File: src/rtl/vec_register_file_sb.sv
// Vector register file with masked write port, same-cycle write-to-read bypass and a busy scoreboard.
// Optional build macro VRF_ZERO_REG_EN makes register 0 a hardwired zero.
module vec_register_file_sb #(
  parameter  int DATA_W    = 8,
  parameter  int LANES     = 4,
  parameter  int REG_COUNT = 8,
  localparam int ADDR_W    = $clog2(REG_COUNT)
) (
  input  logic                    clk,
  input  logic                    reset,
  input  logic                    wr_en,
  input  logic [ADDR_W-1:0]       wr_sel,
  input  logic [LANES-1:0]        wr_mask,
  input  logic [LANES*DATA_W-1:0] wr_data,
  input  logic                    iss_en,
  input  logic [ADDR_W-1:0]       iss_sel,
  input  logic [ADDR_W-1:0]       rd_sel1,
  input  logic [ADDR_W-1:0]       rd_sel2,
  input  logic                    rd_en1,
  input  logic                    rd_en2,
  output logic [LANES*DATA_W-1:0] rd_data1,
  output logic [LANES*DATA_W-1:0] rd_data2,
  output logic [REG_COUNT-1:0]    busy,
  output logic                    hazard
);

  localparam int VEC_W = LANES * DATA_W;
`ifdef VRF_ZERO_REG_EN
  localparam int FIRST_REG = 1;
`else
  localparam int FIRST_REG = 0;
`endif

  logic [VEC_W-1:0]     mem_r [REG_COUNT];
  logic [REG_COUNT-1:0] busy_r;
  logic [VEC_W-1:0]     byp1_s;
  logic [VEC_W-1:0]     byp2_s;
  logic                 rd_ok1_s;
  logic                 rd_ok2_s;
  logic                 hit1_s;
  logic                 hit2_s;
  logic                 haz1_s;
  logic                 haz2_s;

  // Register 0 is excluded when it is the hardwired zero register.
  function automatic logic sel_ok(input logic [ADDR_W-1:0] sel);
    return (int'(sel) >= FIRST_REG) && (int'(sel) < REG_COUNT);
  endfunction

  // Lane storage: cleared on reset, masked lanes written on writeback.
  always_ff @(posedge clk) begin
    if (!reset) begin
      for (int r = 0; r < REG_COUNT; r++) begin
        mem_r[r] <= '0;
      end
    end else if (wr_en) begin
      for (int r = FIRST_REG; r < REG_COUNT; r++) begin
        for (int l = 0; l < LANES; l++) begin
          if ((wr_sel == ADDR_W'(r)) && wr_mask[l]) begin
            mem_r[r][l*DATA_W +: DATA_W] <= wr_data[l*DATA_W +: DATA_W];
          end
        end
      end
    end
  end

  // Scoreboard: a new issue outranks a writeback to the same register.
  always_ff @(posedge clk) begin
    if (!reset) begin
      busy_r <= '0;
    end else begin
      for (int r = FIRST_REG; r < REG_COUNT; r++) begin
        if (iss_en && (iss_sel == ADDR_W'(r))) begin
          busy_r[r] <= 1'b1;
        end else if (wr_en && (wr_sel == ADDR_W'(r))) begin
          busy_r[r] <= 1'b0;
        end
      end
    end
  end

  // Select qualification, bypass hit detection and per-port hazard terms.
  always_comb begin
    rd_ok1_s = sel_ok(rd_sel1);
    rd_ok2_s = sel_ok(rd_sel2);
    hit1_s   = wr_en && (wr_sel == rd_sel1);
    hit2_s   = wr_en && (wr_sel == rd_sel2);
    haz1_s   = rd_en1 && rd_ok1_s && busy_r[rd_sel1] && !hit1_s;
    haz2_s   = rd_en2 && rd_ok2_s && busy_r[rd_sel2] && !hit2_s;
  end

  // Merge in-flight writeback lanes over the stored vector.
  always_comb begin
    byp1_s = mem_r[rd_sel1];
    byp2_s = mem_r[rd_sel2];
    for (int l = 0; l < LANES; l++) begin
      byp1_s[l*DATA_W +: DATA_W] = (hit1_s && wr_mask[l]) ? wr_data[l*DATA_W +: DATA_W]
                                                          : mem_r[rd_sel1][l*DATA_W +: DATA_W];
      byp2_s[l*DATA_W +: DATA_W] = (hit2_s && wr_mask[l]) ? wr_data[l*DATA_W +: DATA_W]
                                                          : mem_r[rd_sel2][l*DATA_W +: DATA_W];
    end
  end

  // Read outputs and hazard are held at zero while reset is asserted.
  always_comb begin
    rd_data1 = '0;
    rd_data2 = '0;
    hazard   = 1'b0;
    if (reset) begin
      rd_data1 = rd_ok1_s ? byp1_s : '0;
      rd_data2 = rd_ok2_s ? byp2_s : '0;
      hazard   = haz1_s || haz2_s;
    end else begin
      rd_data1 = '0;
      rd_data2 = '0;
      hazard   = 1'b0;
    end
  end

  assign busy = busy_r;

endmodule

File: config.mk
export PLATFORM = sky130hd
export DESIGN_NAME = vec_register_file_sb
export DESIGN_NICKNAME = d
export VERILOG_FILES = /design/src/rtl/vec_register_file_sb.sv
export SDC_FILE = /design/constraint.sdc
export NUM_CORES = 1
export LEC_CHECK = 0
export CAP_MARGIN = 0
export CORE_MARGIN = 3
export CORE_UTILIZATION = 35
export DETAILED_ROUTE_END_ITERATION = 10
export GPL_ROUTABILITY_DRIVEN = 0
export HOLD_SLACK_MARGIN = 0.03
export SYNTH_ARGS = -nofsm -noshare
export SYNTH_HDL_FRONTEND = slang
export SYNTH_SLANG_ARGS = --single-unit
export TNS_END_PERCENT = 20
File: constraint.sdc
create_clock -name clk -period 1.7 [get_ports clk]
set_input_delay 0.17 -clock clk [delete_from_list [all_inputs] [get_ports clk]]
set_output_delay 0.17 -clock clk [all_outputs]
set_load 0.05 [all_outputs]
== Word-level counts from Yosys, hierarchy flattened ==
Memory sizes are Yosys's and may differ from the RTL's.
Index checks and enable logic that the tools add are counted.

* Register bits after elaboration: 8
* RAM bits: 256
* Output and inout port bits: 73
* Word-level logic and storage cells: 326
* Memories kept: 1

{| class="wikitable"
|+ Memory list
! name !! depth !! bits a word !! read ports !! clocked after Yosys merged registers in !! write ports !! RTL line !! source
|-
| mem_r || 8 || 32 || 2 || 0 || 8 || 34 || <nowiki>logic [VEC_W-1:0] mem_r [REG_COUNT];</nowiki>
|}

* $lt $le $gt $ge: 2
* Eq/ne operators: 16
* Muxes and demuxes: 192
* Bitwise gates (word level): 32
* Reduce and logical (&&, ||, !) cells: 75

{| class="wikitable"
|+ Operator list
! cell !! count
|-
| $mux W8 || 40
|-
| $mux W1 || 148
|-
| $mux W32 || 2
|-
| $logic_and A1 B1 Y1 || 62
|-
| $or A1 B1 Y1 || 32
|-
| $eq A3 B3 Y1 const B || 8
|-
| $reduce_bool A2 Y1 || 8
|-
| $eq A3 B2 Y1 const B || 4
|-
| $lt A3 B4 Y1 const B || 2
|-
| $bmux W1 S3 || 2
|-
| $eq A3 B1 Y1 const B || 2
|-
| $eq A3 B3 Y1 || 2
|-
| $logic_not A3 Y1 || 2
|-
| $logic_not A1 Y1 || 2
|-
| $logic_or A1 B1 Y1 || 1
|}

== Longest topological paths before layout ==
* Depth after elaboration: 7
* Mapped depth: 7
* Gate-level depth less buffers: 4

== Worst setup path before layout ==
OpenSTA, ideal clock, no wires.

* Kind: register to output
* Start: reg busy_r[7], in the netlist busy[7]
* End: out hazard
* Data arrival time: 2226 ps
* Data required time: 1530 ps
* Setup slack: -696 ps
* Cell stages (with the launch flop): 5
* Path buffers: 0
* Cell sequence: dfxtp_1 mux2i_1 a32oi_1 nand4_1 a21boi_0

* Longest elaborated chain between the ends: 6

{| class="wikitable"
|+ RTL lines
! what !! RTL line !! source
|-
| start, declared || 35 || <nowiki>logic [REG_COUNT-1:0] busy_r;</nowiki>
|-
| start signal, assigned || 70 || <nowiki>busy_r <= '0;</nowiki>
|-
| start signal, assigned by index || 74 || <nowiki>busy_r[r] <= 1'b1;</nowiki>
|-
| start signal, assigned by index || 76 || <nowiki>busy_r[r] <= 1'b0;</nowiki>
|-
| $bmux W1 S3 (on tied branches) || 88, 89 ||
|-
| $mux W1 (on tied branches) || 88, 89 ||
|-
| $logic_and A1 B1 Y1 (on tied branches) (2 in series) || 88, 89 ||
|-
| $logic_or A1 B1 Y1 (*) || 112 || <nowiki>hazard = haz1_s || haz2_s;</nowiki>
|-
| $mux W1 (*) || 109 || <nowiki>if (reset) begin</nowiki>
|-
| end, declared || 24 || <nowiki>output logic hazard</nowiki>
|}

Mark *: on every way between the ends. The rest lies on a longest branch, timed or not. The select of a mux whose other input is x is not followed.

==> results.txt <==
----------------------------------------------------
[Outcome]
  Outcome ... finished, violations left
  Violations in the final reports ... setup timing

[Yosys]
  Avg Synthesized Cell Area ... between 10 and 15 sq um
  Flops & latches, synth ... 264
  Post-synthesis instance total ... 1,090
  Sequential cell area fraction in the yosys report ... 54.8%
  Total number of yosys warnings ... 0
  Syn Nets ... about 1,100
  Netlist Area Pre-Place ... ~14,000 sq um
  Cell variety after synth ... 32

[Clock tree]
  Clock slew at reported path FFs ... ~60 ps
  Clock tree buffer depth ... 3
  Clk Tree Root Cell ... clkbuf_16
  CTS tree ... done
  Number of sinks handled by clock tree synthesis ... 264
  H-tree depth ... 1
  Clock latency of the later-clocked register in the worst-skew pair ... between 500 and 600 ps
  Inserted Clock Buffers ... 28

[Power]
  Post-layout power ... 18.2 mW
  Maximum vdd drop ... a little over 0.0007 V
  Total power per unit cell area ... 890 nW/um^2
  Leakage power total ... ~7.5 nW

[Die]
  Number of top-level pins ... 127
  Die area ... 43,400 sq um
  Core box area ... 40,100 sq um
  Vertical extent of the die ... around 210 um
  Count of standard-cell rows ... 73
  Effective utilization at floorplan ... 35.7%
  Die X-Extent ... 208 um

[Timing]
  Min Clock Period, post-route ... 2180 ps
  Number of endpoints with negative hold slack in the final report ... 0
  Transition at the pin with the smallest max-transition slack ... 499 ps
  Setup repair after global routing missed its margin ... yes
  Period utilization ... 128%
  Min setup slack post-route ... -479 ps
  Worst-case clock skew ... 0 ps
  Count of endpoints failing setup in the final report ... 65
  Worst hold slack across all endpoints ... 272 ps
  Maximum clock frequency ... 459 MHz
  Worst slew margin ... 66.7%
  Final number of max-transition violations ... 0
  Setup TNS Final ... -22,100 ps

[Final layout]
  Most used cells in the layout excluding fill and tap cells ... edfxtp_1, buf_4, nor2_1
  Area added between synthesis and finish ... 42.6%
  Number of cells in the finished layout apart from fillers ... 1,987
  Layout Utilization ... around half
  Fillcell total ... ~3,400
  Fin area ... 20,400 sq um
  Most common cell after layout, fill and taps aside ... edfxtp_1
  Layout Nets ... 1,494
  Combined flip-flop and latch cell area ... 7850 sq um
  Fraction of final layout cells sized beyond drive strength 1 ... 45.8%
  Ant diodes ... 0
  Area used by multi-input combinational logic ... 7060 sq um

[Worst setup path]
  Maximum fanout along the worst path ... 2
  Launch point of the critical path ... mem_r[1][2]$_SDFFCE_PN0P_
  Worst setup slack for register-to-register paths ... 950 ps
  Data arrival at the endpoint of the critical path ... ~2000 ps
  Critical Path Start Type ... flop
  Critical path capture point type ... output port
  Critical R2R Capture ... busy[6]$_SDFFE_PN0P_
  Origin of the critical flop-to-flop path ... busy[6]$_SDFFE_PN0P_
  Cell depth of the worst flop-to-flop path ... 2
  Data required time at the worst endpoint ... 1530 ps
  Path type of the worst setup path ... reg2out
  Destination of the critical timing path ... rd_data1[2]

[Detailed routing]
  Total DRC errors in the routed layout ... 0
  DRT Wirelength ... ~45 mm
  Detailed Routing Iterations Pass 1 ... 5
  Number of nets with antenna violations after routing ... 0
  Number of vias after detailed routing ... 10,800
  Detail-routed via count per cell ... 5.45
  Detailed router's first-iteration violation count ... 842
  Post-DR wirelength/cell ... between 20 and 25 um

[GRT]
  Total global-route track usage ... 20.1%
  Largest net degree at the start of global routing ... 41
  Via count of the first global-routing pass ... ~11,000
  First-pass GRT wire length ... 67.4 mm
  Number of antenna violations at the first check in global routing ... 1
  GRT Residual Overflow ... 0

[Placement]
  DP Wirelength ... 31.9 mm
  Count of input and output buffers ... approximately 130
  Total cell area at the placement stage ... around 19,000 sq um
  Worst slack, placed ... -646 ps
  Inst Count DP ... 1,927

[Hold path]
  Class of the tightest hold or removal check ... in2reg

[Flow run]
  Maximum Capacitance Violations ... 0

----------------------------------------------------
## state kept, by name (all words and copies together) (netlist names)
name and count:
mem_r 256, busy 8
## how the worst min path moves through the flow
stage	from	slack, ps	endpoint	cells past startpoint
4_1_cts	reset	260	mem_r[1][18]$_SDFFCE_PN0P_	3
2_1_floorplan	iss_sel[0]	330	busy[3]$_SDFFE_PN0P_	2
6_report	reset	270	mem_r[1][18]$_SDFFCE_PN0P_	3
3_3_place_gp	busy[1]$_SDFFE_PN0P_	530	busy[1]$_SDFFE_PN0P_	2
3_5_place_dp	busy[0]$_SDFFE_PN0P_	520	busy[0]$_SDFFE_PN0P_	2
5_1_grt	reset	300	mem_r[0][16]$_SDFFCE_PN0P_	3
## logic make-up (layout without fill, tap and decap cells)
| kind of cell | Yosys count | after routing | share of synthesized area [%] |
|---|---|---|---|
| xor gates and xnor gates | 6 | 6 | 0.471 |
| and+or+nand+nor | 389 | 389 | 10.8 |
| AOI/OAI and AO/OA | 147 | 147 | 6.74 |
| muxes | 172 | 172 | 23.2 |
| DFF | 264 | 264 | 54.8 |
| buffers and inverters | 112 | 484 | 3.99 |
## cell type report
type                       instances  area share [%]
clock buffer                      34            3.64
sequential                       264            38.4
timing repair buffer             394            18.6
multi-input combinational        714            34.5
tap                              525            3.21
clock inverter                    18           0.912
inverter                          38           0.698
## synthesized netlist by cell type (all sizes together)
cell | count | area [sq um]
nor2b | 4 | 25.0
nand3b | 2 | 15.0
a21oi | 36 | 180
nor3 | 2 | 20.0
o21ai | 6 | 30.0
nand2b | 5 | 31.3
mux4 | 128 | 2880
a32oi | 2 | 17.5
xnor2 | 6 | 67.6
a21boi | 9 | 67.6
inv | 38 | 143
nand4 | 5 | 52.6
buf | 49 | 335
mux2 | 1 | 11.3
nor2 | 200 | 751
nand2 | 165 | 619
a31oi | 29 | 181
nand3 | 4 | 20.0
clkbuf | 25 | 93.8
dfxtp | 8 | 160
and4 | 2 | 17.5
o31ai | 64 | 480
mux2i | 43 | 430
o31a | 1 | 8.76
edfxtp | 256 | 7690
## routing by layer
| metal | global-route usage, % | part of all wire (%) | vias up | routed length, um |
|---|---|---|---|---|
| li1 | - | - | 4858 | - |
| met5 | 0 | 0.029 | - | 13 |
| met3 | 2.83 | 6.1 | 65 | 2730 |
| met4 | 4.77 | 2.1 | 2 | 950 |
| met1 | 27.4 | 42 | 5540 | 18900 |
| met2 | 34.4 | 50 | 365 | 22200 |
## report_power, final
group	internal, mW	switching [mW]	total, mW
Clock	3.71	2.49	6.20
Sequential	7.58	0.218	7.80
Combinational	1.96	2.22	4.18
Total	13.3	4.92	18.2
## critical path, stage by stage, from the launching register on
cell	delay, ps
edfxtp_1	420
mux4_2	480
mux2i_2	220
buf_4	160
a21oi_4	40
buf_6	160
## timing repair
item,in CTS,in global routing
pin swaps,69,11
setup endpoints to repair,65,65
buffers inserted,2,6
hold buffers,0,0
gates resized for setup,137,12
No activity file was read; power rests on OpenSTA's default activity.
